File: config.mk
export PLATFORM = sky130hd
export DESIGN_NAME = rom_sequencer
export DESIGN_NICKNAME = d
export VERILOG_FILES = /design/src/rtl/seq_pkg.sv /design/src/rtl/program_counter.sv /design/src/rtl/rom_sequencer.sv
export SDC_FILE = /design/constraint.sdc
export NUM_CORES = 1
export LEC_CHECK = 0
export BUFFER_PORTS_ARGS = -buffer_cell sky130_fd_sc_hd__buf_2
export CORE_ASPECT_RATIO = 1.4
export CORE_MARGIN = 4
export CORE_UTILIZATION = 30
export CTS_CLUSTER_SIZE = 8
export DETAILED_ROUTE_END_ITERATION = 8
export GPL_TIMING_DRIVEN = 0
export PLACE_DENSITY = 0.58
export SETUP_SLACK_MARGIN = 0.5
export SLEW_MARGIN = 15
export SYNTH_ARGS = -nofsm -noshare
export SYNTH_HDL_FRONTEND = slang
export SYNTH_SLANG_ARGS = --single-unit
export TNS_END_PERCENT = 30
File: constraint.sdc
create_clock -name clock -period 2.3 [get_ports clock]
set_clock_uncertainty 0.05 [all_clocks]
set_input_delay 0.46 -clock clock [delete_from_list [all_inputs] [get_ports clock]]
set_output_delay 0.46 -clock clock [all_outputs]
set_load 0.05 [all_outputs]
File: src/rtl/seq_pkg.sv
// rtl/seq_pkg.sv - shared widths, opcodes and state encoding for the ROM sequencer
package seq_pkg;

  localparam int ADDR_W = 5;
  localparam int DATA_W = 8;
  localparam int OP_W   = 3;
  localparam int ARG_W  = DATA_W - OP_W;

  localparam logic [OP_W-1:0] OP_JMP  = 3'b101;
  localparam logic [OP_W-1:0] OP_JZ   = 3'b110;
  localparam logic [OP_W-1:0] OP_HALT = 3'b111;

  typedef enum logic [2:0] {
    IDLE   = 3'd0,
    FETCH  = 3'd1,
    DECODE = 3'd2,
    EXEC   = 3'd3,
    HALT   = 3'd4
  } state_t;

  // Opcodes 000-100 belong to the datapath; the rest are control flow.
  function automatic logic is_datapath_op(input logic [OP_W-1:0] op);
    return op <= 3'b100;
  endfunction

endpackage

File: src/rtl/program_counter.sv
// rtl/program_counter.sv - 5-bit program counter with clear, load and wrapping increment
module program_counter
  import seq_pkg::*;
(
  input  logic              clock,
  input  logic              reset,
  input  logic              clear,
  input  logic              load,
  input  logic [ADDR_W-1:0] load_value,
  input  logic              increment,
  output logic [ADDR_W-1:0] value
);

  // Increment relies on natural 5-bit overflow so 31 wraps to 0.
  always_ff @(posedge clock) begin
    if (reset)          value <= '0;
    else if (clear)     value <= '0;
    else if (load)      value <= load_value;
    else if (increment) value <= value + ADDR_W'(1);
  end

endmodule

File: src/rtl/rom_sequencer.sv
// rtl/rom_sequencer.sv - fetch/decode/issue controller for the 32x8 program ROM
module rom_sequencer
  import seq_pkg::*;
(
  input  logic              clock,
  input  logic              reset,
  input  logic              start,
  output logic [ADDR_W-1:0] rom_addr,
  input  logic [DATA_W-1:0] rom_data,
  output logic              exec_valid,
  output logic [OP_W-1:0]   exec_op,
  output logic [ARG_W-1:0]  exec_arg,
  input  logic              exec_ready,
  input  logic              zero_flag,
  output logic [ADDR_W-1:0] pc,
  output logic              busy,
  output logic              halted,
  output logic [7:0]        instr_count
);

  state_t            state, state_next;
  logic [DATA_W-1:0] ir;
  logic              pc_clear, pc_load, pc_inc;
  logic              ir_load, retire, count_clear;
  logic              exec_set, exec_clear;
  logic [OP_W-1:0]   ir_op;

  assign ir_op = ir[DATA_W-1:ARG_W];

  program_counter u_pc (
    .clock      (clock),
    .reset      (reset),
    .clear      (pc_clear),
    .load       (pc_load),
    .load_value (ir[ADDR_W-1:0]),
    .increment  (pc_inc),
    .value      (pc)
  );

  assign rom_addr = pc;
  assign busy     = (state == FETCH) || (state == DECODE) || (state == EXEC);
  assign halted   = (state == HALT);

  always_ff @(posedge clock) begin
    if (reset) state <= IDLE;
    else       state <= state_next;
  end

  always_comb begin
    state_next  = state;
    pc_clear    = 1'b0;
    pc_load     = 1'b0;
    pc_inc      = 1'b0;
    ir_load     = 1'b0;
    retire      = 1'b0;
    count_clear = 1'b0;
    exec_set    = 1'b0;
    exec_clear  = 1'b0;
    case (state)
      IDLE, HALT: begin
        if (start) begin
          state_next  = FETCH;
          pc_clear    = 1'b1;
          count_clear = 1'b1;
        end
      end
      FETCH: begin
        ir_load    = 1'b1;
        state_next = DECODE;
      end
      DECODE: begin
        if (is_datapath_op(ir_op)) begin
          exec_set   = 1'b1;
          state_next = EXEC;
        end else if (ir_op == OP_HALT) begin
          retire     = 1'b1;
          state_next = HALT;
        end else begin
          // zero_flag matters only here, for a JZ being decoded.
          retire     = 1'b1;
          state_next = FETCH;
          if (ir_op == OP_JMP || zero_flag) pc_load = 1'b1;
          else                              pc_inc  = 1'b1;
        end
      end
      EXEC: begin
        if (exec_ready) begin
          pc_inc     = 1'b1;
          retire     = 1'b1;
          exec_clear = 1'b1;
          state_next = FETCH;
        end
      end
      default: state_next = IDLE;
    endcase
  end

  always_ff @(posedge clock) begin
    if (reset)        ir <= '0;
    else if (ir_load) ir <= rom_data;
  end

  // Offer registers are loaded while leaving DECODE so exec_op/exec_arg stay frozen across stalls.
  always_ff @(posedge clock) begin
    if (reset) begin
      exec_valid <= 1'b0;
      exec_op    <= '0;
      exec_arg   <= '0;
    end else if (exec_set) begin
      exec_valid <= 1'b1;
      exec_op    <= ir_op;
      exec_arg   <= ir[ARG_W-1:0];
    end else if (exec_clear) begin
      exec_valid <= 1'b0;
    end
  end

  always_ff @(posedge clock) begin
    if (reset)                               instr_count <= '0;
    else if (count_clear)                    instr_count <= '0;
    else if (retire && instr_count != 8'hFF) instr_count <= instr_count + 8'd1;
  end

endmodule

==> reports/qor.txt <==
STATUS
----------------------------------------------------------------------------------------------------
Status                                                                                  finished clean

CTS
----------------------------------------------------------------------------------------------------
Maximum buffer depth of the clock tree                                                             2
Num CTS Buffers                                                                                    5
CTS tree                                                                                       built
H-tree levels                                                                                      2
Count of clock tree sinks                                                                         33
Clock-pin slew reported for the worst setup and hold paths after clock tree synthesis        0.08 ns
CTS root buffer                                                                             clkbuf_8
Post-CTS setup buffer count                                                                        0
Number of hold buffers added after cts                                                             0
Latest clock arrival within the worst-skew pair                                              0.29 ns

STA
----------------------------------------------------------------------------------------------------
Period Utilization, post-route                                                                79.55%
RSZ-0062 raised after global routing                                                             yes
Setup violation total in the final timing report                                                   0
Least-Margin Pin Slew                                                                      0.4790 ns
Setup TNS                                                                                       0 ns
Number of max-slew violations in the final report                                                  0
Time the final worst path needs with I/O delays and setup                                   1.830 ns
Final WS setup                                                                             0.4704 ns
Hold Fails Final Rpt                                                                               0
Max Clk Rate                                                                               546.6 MHz
Final worst hold slack                                                                     0.3593 ns
Worst slew margin                                                                             68.07%

YOSYS
----------------------------------------------------------------------------------------------------
Number of nets produced by synthesis                                                             195
Post-synth cell types                                                                             40
Synth Warn #                                                                                       0
Predominant post-synthesis flop cell                                                         dfxtp_1
Number of enable-type register cells in the synthesized netlist                                    0
Mapped Area                                                                               1607 sq um
Synthesized area per cell                                                                8.925 sq um
Share of synthesized flip-flops with an asynchronous set or reset                                 0%
Cells after Synth                                                                                180
Fraction of the yosys area taken by sequential cells                                          41.12%
Number of flip-flops and latches in the synthesized netlist                                       33

GLOBAL ROUTE
----------------------------------------------------------------------------------------------------
Number of antenna violations at the first check in global routing                                  0
Vias in the first global route                                                                  1377
Global-route congestion overflow total                                                             0
Maximum number of pins on one net before global-route repair                                      13
Total global-route track usage                                                                12.32%
Wire length of the first global-routing pass                                                6.513 mm

PLACEMENT
----------------------------------------------------------------------------------------------------
Placer's final routability congestion estimate                                                0.7187
Cell Count Post-Placement                                                                        287
Sum of net half-perimeters after detailed placement                                         2.953 mm
Placement-stage worst setup slack                                                          0.4148 ns
Number of buffer cells added on primary ports                                                     41

WORST SETUP PATH
----------------------------------------------------------------------------------------------------
Start-to-end type of the worst setup path                                                    reg2out
Critical path required time                                                                  1.79 ns
Peak per-stage delay on the critical path                                                    0.31 ns
Cell breakdown of the critical path                                                     buf_2 > nor2_1 > and2_1 > buf_2
Biggest fanout along the worst timing path                                                        10
Largest delay contributor family on the critical path                                   buffers and inverters
Worst setup EP type                                                                       output pin
Buffer and inverter count on the worst path                                                        2
Startpoint class of the critical path                                                           flop
Most used cell, CP                                                                             buf_2
Cell type of the slowest stage on the worst timing path                                      dfxtp_1
Arrival time of the worst setup path                                                         1.32 ns

FINAL LAYOUT
----------------------------------------------------------------------------------------------------
Number of antenna cells inserted                                                                   0
Area occupied by multi-input gates                                                       867.1 sq um
Share of layout cells above drive strength 1                                                  32.31%
Commonest non-fill, non-tap cell in the layout                                                 buf_2
FF+latch area                                                                            664.4 sq um
Top library cells by usage in the layout, fill and taps aside                           buf_2 (47), dfxtp_1 (30), nor2_1 (22)
Number of inserted filler cells in the final layout                                              558
Number of non-filler instances in the completed layout                                           295
Layout overhead on the synthesized area                                                       24.38%
Layout net count                                                                                 243

FLOORPLAN
----------------------------------------------------------------------------------------------------
Effective utilization at floorplan                                                            30.91%
Row Count                                                                                         31
Die footprint                                                                             6606 sq um
Die boundary width                                                                      69.85 microns
Placeable core region                                                                     5197 sq um
Top-Level Pins                                                                                    42
Vertical extent of the die                                                              94.59 microns

ROUTE
----------------------------------------------------------------------------------------------------
Total Routed Length                                                                         3.901 mm
Pre-antenna DRT Iters                                                                              4
Antenna-violating nets left                                                                        0
Initial DRC Count                                                                                 74
WL/cell                                                                                 13.22 microns
Routed via count                                                                                1477
Post-DR vias/cell                                                                              5.007
Number of remaining DRC errors                                                                     0

POWER AND IR DROP
----------------------------------------------------------------------------------------------------
Highest ir drop seen on vdd                                                              0.0002128 V
Switching Fraction                                                                            29.74%
Combinational group share of total power                                                       15.0%
LEAKAGE                                                                                    0.8845 nW
Part of the total power dissipated in the clock network                                        35.8%
Net load switching power                                                                 0.0003677 W
Pwr Density                                                                             618.7 nW/um^2
Sequential Power Share                                                                         49.2%
Internal portion of total power                                                          0.0008685 W

HOLD PATH
----------------------------------------------------------------------------------------------------
Worst hold path type                                                                          in2reg

JOB
----------------------------------------------------------------------------------------------------
Number of maximum-capacitance constraint violations                                                0

## logic make-up (layout without fill, tap and decap cells)
kind of cell | Yosys count | after routing | share of synthesized area, %
xor+xnor | 3 | 3 | 1.636
fa+ha+maj | 2 | 2 | 1.557
flops | 33 | 33 | 41.12
simple gates | 72 | 72 | 25.70
buf+inv | 16 | 65 | 5.374
mux | 16 | 16 | 9.969
compound gates | 38 | 38 | 14.64
## registers in the layout, indices dropped and copies added, names as in the netlist
register	flops
instr_count	8
exec_op	3
exec_valid	1
u_pc.value	5
state	3
ir	8
exec_arg	5
## power by group through the flow
stage / combinational [W] / clock [W] / sequential [W]
2_1_floorplan: 0.000116 / 0 / 0.000641
3_3_place_gp: 0.000184 / 0 / 0.000621
3_5_place_dp: 0.000186 / 0 / 0.000622
4_1_cts: 0.000187 / 0.000459 / 0.000609
5_1_grt: 0.000204 / 0.000478 / 0.000612
6_report: 0.000185 / 0.000442 / 0.000609
## metal layers
metal	track usage, %	vias to the layer above	share of wire, %
met5	0	-	0
met4	5.591	0	2.2
met2	20.82	41	49
met3	3.514	8	5.4
met1	14.43	683	43
li1	-	745	-
## worst register-to-register path: cells and delay by family (launching register included)
family	cells	cell delay [ns]
buffers and inverters	2	0.42
and+or+nand+nor	2	0.48
muxes	1	0.22
AOI/OAI and AO/OA	1	0.17
DFF	1	0.34
## through the flow
stage               util, %  cell area [sq um]  power [W]
floorplan                 -               1609  0.0007561
global placement      36.49               1897  0.0008049
CTS                   38.35               1993   0.001254
finish                38.44               1998   0.001236
detailed placement    36.49               1897  0.0008076
global route          38.44               1998   0.001295
## timing repair
action,in CTS,in global routing
pin swaps,0,0
resized for setup,3,1
setup endpoints to repair,8,17
## area by class of cell
class                           count  share of cell area [%]
Buffer                             15                   4.195
Clock buffer                        5                   3.444
Clock inverter                      3                   1.127
Inverter                            1                  0.1879
Multi-Input combinational cell    131                   43.39
Sequential cell                    33                   33.25
Tap cell                           66                   4.133
Timing Repair Buffer               41                   10.27
## path summary, 6_finish.rpt
kind | start | end | slack, ns | cells after the start
setup reg to reg | state[1] | instr_count[5] | 0.55 | 6
setup / recovery | state[0] | halted | 0.47 | 4
hold / removal | rom_data[1] | ir[1] | 0.36 | 3
hold reg to reg | exec_op[1] | exec_op[1] | 0.42 | 2
## cells in the mapped netlist (all sizes together), types with 3 or more instances
cell type / n / area, sq um
nand3: 5 / 25.02
clkbuf: 4 / 15.01
nor2: 22 / 82.58
or3: 4 / 25.02
buf: 11 / 67.57
nand2: 9 / 33.78
dfxtp: 33 / 660.6
a21oi: 15 / 75.07
nor3b: 4 / 30.03
or2: 3 / 18.77
nor3: 6 / 30.03
nand3b: 3 / 22.52
mux2i: 16 / 160.2
o21ai: 10 / 50.05
No activity file was read; power rests on OpenSTA's default activity.
